[config.mk]
export PLATFORM = sky130hd
export DESIGN_NAME = cmn_fifo_hs
export DESIGN_NICKNAME = d
export VERILOG_FILES = /design/src/rtl/cmn_fifo_hs.sv
export SDC_FILE = /design/constraint.sdc
export NUM_CORES = 1
export LEC_CHECK = 0
export CORE_ASPECT_RATIO = 1.25
export CORE_MARGIN = 2
export CORE_UTILIZATION = 60
export DETAILED_ROUTE_END_ITERATION = 12
export PLACE_DENSITY = 0.83
export SLEW_MARGIN = 20
export SYNTH_ARGS = -nofsm -noshare
export SYNTH_HDL_FRONTEND = slang
export SYNTH_SLANG_ARGS = --single-unit
[constraint.sdc]
create_clock -name clk -period 6.59 [get_ports clk]
set_input_delay 0.9885 -clock clk [delete_from_list [all_inputs] [get_ports clk]]
set_output_delay 0.9885 -clock clk [all_outputs]
set_load 0.01 [all_outputs]
[src/rtl/cmn_fifo_hs.sv]
// cmn_fifo_hs: synchronous FIFO with valid/ready handshake on both sides and
// first-word-fall-through read.
//
// The storage array is inferred in-module. Occupancy is derived from the
// pointers, so level and the almost flags depend only on registered state and
// on the threshold inputs.
//
// Optional error flags: define CMN_FIFO_HS_ERR_EN to build the sticky
// overflow/underflow flags. Without it, ovf/udf are tied to 0 and the port
// list is unchanged.
//
// Parameters:
//   DW        data width in bits (>=1)
//   AW        address width, depth = 2**AW (>=1)
//
// Ports:
//   clk       clock, all logic on the rising edge
//   rstn      asynchronous active-low reset
//   flush     synchronous clear of the FIFO contents and error flags
//   in_valid  producer has data
//   in_data   write data
//   in_ready  FIFO can accept (not full)
//   out_valid head entry valid (not empty)
//   out_data  head entry data (fall-through)
//   out_ready consumer accepts head
//   level     occupancy, 0..2**AW
//   afull_th  almost-full threshold,  afull  = level >= afull_th
//   aempty_th almost-empty threshold, aempty = level <= aempty_th
//   ovf       sticky overflow  (push attempted while full)
//   udf       sticky underflow (pop attempted while empty)

module cmn_fifo_hs #(
  parameter int unsigned DW = 32,
  parameter int unsigned AW = 4
) (
  input  logic          clk,
  input  logic          rstn,
  input  logic          flush,
  input  logic          in_valid,
  input  logic [DW-1:0] in_data,
  output logic          in_ready,
  output logic          out_valid,
  output logic [DW-1:0] out_data,
  input  logic          out_ready,
  output logic [AW:0]   level,
  input  logic [AW:0]   afull_th,
  input  logic [AW:0]   aempty_th,
  output logic          afull,
  output logic          aempty,
  output logic          ovf,
  output logic          udf
);

  localparam int unsigned Depth = 1 << AW;
  localparam logic [AW:0] PtrOne = {{AW{1'b0}}, 1'b1};

  // Storage: not reset; contents only become visible through out_data once
  // the read pointer lands on an entry that has been written.
  logic [DW-1:0] r_mem [Depth];

  // Pointers carry one extra wrap bit so full and empty are distinguishable.
  logic [AW:0] r_wptr;
  logic [AW:0] r_rptr;
  logic [AW:0] w_wptr_d;
  logic [AW:0] w_rptr_d;

  logic w_empty;
  logic w_full;
  logic w_push;
  logic w_pop;

  // ---------------------------------------------------------------------------
  // Status decode (state only, no path from in_valid/out_ready)
  // ---------------------------------------------------------------------------
  always_comb begin
    w_empty = (r_wptr == r_rptr);
    w_full  = (r_wptr[AW-1:0] == r_rptr[AW-1:0]) && (r_wptr[AW] != r_rptr[AW]);
  end

  assign in_ready  = ~w_full;
  assign out_valid = ~w_empty;

  // Modular subtraction covers every wrap case, including a full FIFO.
  assign level = r_wptr - r_rptr;

  assign afull  = (level >= afull_th);
  assign aempty = (level <= aempty_th);

  // ---------------------------------------------------------------------------
  // Handshake qualification; flush suppresses both transfers in its cycle.
  // ---------------------------------------------------------------------------
  always_comb begin
    w_push = in_valid  & ~w_full  & ~flush;
    w_pop  = out_ready & ~w_empty & ~flush;
  end

  // ---------------------------------------------------------------------------
  // Pointer next-state
  // ---------------------------------------------------------------------------
  always_comb begin
    w_wptr_d = r_wptr;
    w_rptr_d = r_rptr;
    if (flush) begin
      w_wptr_d = '0;
      w_rptr_d = '0;
    end else begin
      if (w_push) begin
        w_wptr_d = r_wptr + PtrOne;
      end
      if (w_pop) begin
        w_rptr_d = r_rptr + PtrOne;
      end
    end
  end

  always_ff @(posedge clk or negedge rstn) begin
    if (!rstn) begin
      r_wptr <= '0;
      r_rptr <= '0;
    end else begin
      r_wptr <= w_wptr_d;
      r_rptr <= w_rptr_d;
    end
  end

  // ---------------------------------------------------------------------------
  // Storage write and fall-through read
  // ---------------------------------------------------------------------------
  always_ff @(posedge clk) begin
    if (w_push) begin
      r_mem[r_wptr[AW-1:0]] <= in_data;
    end
  end

  // No same-cycle bypass: a word written this cycle is seen next cycle.
  assign out_data = r_mem[r_rptr[AW-1:0]];

  // ---------------------------------------------------------------------------
  // Sticky error flags
  // ---------------------------------------------------------------------------
`ifdef CMN_FIFO_HS_ERR_EN
  logic r_ovf;
  logic r_udf;
  logic w_ovf_d;
  logic w_udf_d;

  // Flush wins over a same-cycle error so a flush always leaves clean flags.
  always_comb begin
    w_ovf_d = r_ovf;
    w_udf_d = r_udf;
    if (flush) begin
      w_ovf_d = 1'b0;
      w_udf_d = 1'b0;
    end else begin
      if (in_valid && w_full) begin
        w_ovf_d = 1'b1;
      end
      if (out_ready && w_empty) begin
        w_udf_d = 1'b1;
      end
    end
  end

  always_ff @(posedge clk or negedge rstn) begin
    if (!rstn) begin
      r_ovf <= 1'b0;
      r_udf <= 1'b0;
    end else begin
      r_ovf <= w_ovf_d;
      r_udf <= w_udf_d;
    end
  end

  assign ovf = r_ovf;
  assign udf = r_udf;
`else
  assign ovf = 1'b0;
  assign udf = 1'b0;
`endif

endmodule
==> metrics.md <==
| Metric | Value |
|---|---|
| Remaining antenna violation count | `0` |
| Master of the slowest instance on the critical path | `sky130_fd_sc_hd__dfrtp_4` |
| Layout cells sized above 1 | `23.33%` |
| Area share of the largest cell type after synthesis | `75.66%` |
| H-Tree Level Count | `2` |
| Accumulated negative setup slack | `0 ps` |
| Sequential cell area fraction in the yosys report | `between 70% and 80%` |
| Number of buffers created by CTS | `46` |
| Leading cell type in the layout, fill and taps excluded | `sky130_fd_sc_hd__edfxtp_1` |
| Total of warnings raised by yosys | `0` |
| Clock transition at the registers of the reported paths | `about 70 ps` |
| CTS tree | `yes` |
| Number of buffers on the longest clock path | `3` |
| Unrepaired setup endpoints after global routing | `false` |
| Peak fanout along the critical path | `40` |
| Distinct cells, synth | `34` |
| Seq. cell area | `between 15000 and 20000 um^2` |
| Post-CTS setup buffer count | `0` |
| Mean instance size in the synthesized netlist | `22.18 um^2` |
| Max IR drop VDD | `214.9 uV` |
| Max-capacitance violation count | `0` |
| Layout Nets | `roughly 1100` |
| Hold-fix buffer count after cts | `0` |
| Library cell used as clock root buffer | `sky130_fd_sc_hd__clkbuf_16` |
| Via/cell ratio | `~6.7` |
| Max-slew violation total from the final report | `0` |
| Aggregate global-route resource usage | `26.75%` |
| Yosys reg bits | `522` |
| Total setup violations reported at the end of the flow | `0` |
| Vertical die dimension | `209.8 um` |
| Power Dens Cells | `roughly 310 nW/um^2` |
| Cell accounting for the most synthesized area | `sky130_fd_sc_hd__edfxtp_1` |
| Port Buf Inserts | `87` |
| Initial DRT Pass Iterations | `5` |
| Total global routing overflow | `0` |
| Data required time at the worst endpoint | `roughly 5600 ps` |
| Std-Cell Rows | `between 70 and 80` |
| Post-route DRC violation count | `0` |
| Post-Synthesis Cells | `916` |
| First-pass GRT wire length | `67860 um` |
| Status | `completed` |
| Core Footprint | `around 34000 um^2` |
| Post-route non-filler standard cell count | `1489` |
| Number of placed cells counting well taps | `1402` |
| Max-slew headroom | `37.36%` |
| Filler instances | `1854` |
| Most frequent cells in the layout | `sky130_fd_sc_hd__edfxtp_1 (512), sky130_fd_sc_hd__mux4_2 (128), sky130_fd_sc_hd__clkdlybuf4s50_1 (87)` |
| DP HPWL | `22090 um` |
| Detail-routed net length per standard cell | `30.67 um` |
| Final worst clock skew | `around 15 ps` |
| Overall die area | `around 35000 um^2` |
| Number of gates resized after CTS | `0` |
| Category of the critical setup timing path | `register to primary output` |
| Startpoint types | `register` |
| Layout overhead on the synthesized area | `14.69%` |
| Measured slew at the worst slew-check pin | `around 940 ps` |
| Element type at the critical path end | `primary output` |
| Final min period | `4886 ps` |
| Part of the cycle the worst path needs | `74.14%` |
| Worst hold-check path type | `register to register` |
| Ranking of synthesized cells by area | `sky130_fd_sc_hd__edfxtp_1 (76%), sky130_fd_sc_hd__mux4_2 (14%), sky130_fd_sc_hd__mux2i_1 (1.7%), sky130_fd_sc_hd__dfrtp_1 (1.2%), sky130_fd_sc_hd__ha_1 (1.2%)` |
| Initial Utilization | `60.66%` |
| Final RePlAce weighted congestion | `0.7411` |
| Sink Count | `522` |
| Largest incremental delay on the critical path | `940 ps` |
| Worst endpoint data arrival time | `3900 ps` |
| Footprint of the multi-input gates | `4436 um^2` |
| Highest Clock Rate | `~200 MHz` |
| Iteration-0 DRC Markers | `1274` |
| Leak pwr | `between 7 and 8 nW` |
| Worst path cell trace | `ha_1 -> inv_1 -> fa_1 -> a21o_1 -> a21oi_1 -> xnor2_1 -> ha_1 -> mux2i_1 -> a21o_1 -> clkdlybuf4s50_1` |
| Vias in the first global route | `about 10000` |
| I/O pin count | `90` |
| Clock latency on the worst-skew pair | `570 ps` |
| Mapped Area | `20320 um^2` |
| Number of antenna violations at the first check in global routing | `3` |
| Largest net degree at the start of global routing | `132` |
| DR vias | `10027` |
| Overall die width | `168.6 um` |
| Total wire length after detailed routing | `45660 um` |
| Final count of hold timing violations | `0` |
worst paths after layout:
path	to	slack, ps	cells past startpoint	from
setup / recovery	aempty	1700	10	r_rptr[0]
hold reg to reg	r_wptr[4]	630	2	r_wptr[4]
min in group asynchronous	r_wptr[0]	760	1	rstn
setup reg to reg	r_mem[4][10]	2650	6	r_rptr[0]
hold / removal	r_wptr[4]	630	2	r_wptr[4]
max in group asynchronous	r_rptr[1]	5450	1	rstn
metrics by stage:
stage / cell area, um^2 / util (%) / hold WS [ps] / setup WS, ps / power (mW)
6_report: 23310 / 69.57 / 631.8 / 1704 / 7.339
5_1_grt: 23300 / 69.55 / 642.3 / 1489 / 7.544
4_1_cts: 23290 / 69.52 / 630.4 / 1664 / 7.377
3_5_place_dp: 21750 / 64.92 / 620.1 / 2276 / 4.649
3_3_place_gp: 21750 / 64.92 / 610.3 / 2331 / 4.630
2_1_floorplan: 20320 / - / 591.5 / 1923 / 4.350
area by class of cell:
type / instances / area share (%)
Inverter: 16 / 0.2577
Clock buffer: 51 / 5.020
Clock inverter: 33 / 1.589
Antenna cell: 3 / 0.03221
Sequential cell: 522 / 67.10
Tap cell: 423 / 2.271
Timing Repair Buffer: 112 / 4.703
Multi-Input combinational cell: 329 / 19.03
layer usage:
metal | global-route usage (%) | vias up | routed length, um
met1 | 35.57 | 5210 | 16530
met2 | 44.40 | 644 | 23450
met3 | 4.771 | 114 | 3953
li1 | - | 4057 | -
met5 | 0 | - | 8
met4 | 11.47 | 2 | 1729
sequential cells by signal (all words and copies together), names as in the netlist:
signal,flops
r_mem,512
r_rptr,5
r_wptr,5
report_power, final:
| group | total (mW) | leakage [nW] | switching [mW] | internal (mW) |
|---|---|---|---|---|
| Sequential | 3.72 | 4.74 | 0.0494 | 3.67 |
| Clock | 2.75 | 0.751 | 1.18 | 1.57 |
| Combinational | 0.866 | 1.74 | 0.408 | 0.459 |
synthesized netlist by cell type:
library cell,number
sky130_fd_sc_hd__a211oi_1,1
sky130_fd_sc_hd__ha_1,19
sky130_fd_sc_hd__nand3_1,1
sky130_fd_sc_hd__o21a_1,1
sky130_fd_sc_hd__a21oi_1,39
sky130_fd_sc_hd__xnor2_2,1
sky130_fd_sc_hd__fa_1,1
sky130_fd_sc_hd__and4_1,1
sky130_fd_sc_hd__mux4_2,128
sky130_fd_sc_hd__o21ai_0,5
sky130_fd_sc_hd__nor2b_1,1
sky130_fd_sc_hd__mux2i_1,35
sky130_fd_sc_hd__or3_1,1
sky130_fd_sc_hd__buf_6,3
sky130_fd_sc_hd__o211ai_1,2
sky130_fd_sc_hd__nand4_1,4
sky130_fd_sc_hd__xnor2_1,7
sky130_fd_sc_hd__buf_2,14
sky130_fd_sc_hd__a21o_1,4
sky130_fd_sc_hd__inv_1,16
sky130_fd_sc_hd__buf_1,2
sky130_fd_sc_hd__nand2b_1,3
sky130_fd_sc_hd__o22ai_1,32
sky130_fd_sc_hd__nand2_1,10
sky130_fd_sc_hd__nor3_1,4
sky130_fd_sc_hd__xor2_1,4
sky130_fd_sc_hd__conb_1,1
sky130_fd_sc_hd__dfrtp_1,10
sky130_fd_sc_hd__edfxtp_1,512
sky130_fd_sc_hd__nor2_1,22
sky130_fd_sc_hd__buf_12,3
sky130_fd_sc_hd__clkbuf_1,15
sky130_fd_sc_hd__a211oi_2,1
sky130_fd_sc_hd__buf_4,13
critical path, delay by kind of cell, from the launching register on:
family | cells | cell delay, ps
xor+xnor | 1 | 190
fa+ha+maj | 3 | 980
compound gates | 3 | 440
buf+inv | 2 | 590
flops | 1 | 940
mux | 1 | 180
logic make-up (layout without fill, tap and decap cells):
| kind of cell | count (synthesis) | count (layout) | share of synthesized area [%] |
|---|---|---|---|
| buf+inv | 66 | 212 | 1.896 |
| fa+ha+maj | 20 | 20 | 1.268 |
| compound gates | 85 | 85 | 2.426 |
| simple gates | 47 | 47 | 1.034 |
| mux | 163 | 163 | 15.91 |
| other cells | 1 | 5 | 0.01845 |
| xor+xnor | 12 | 12 | 0.5542 |
| flops | 522 | 522 | 76.89 |
Note: power is estimated with default switching activity, not from simulation.
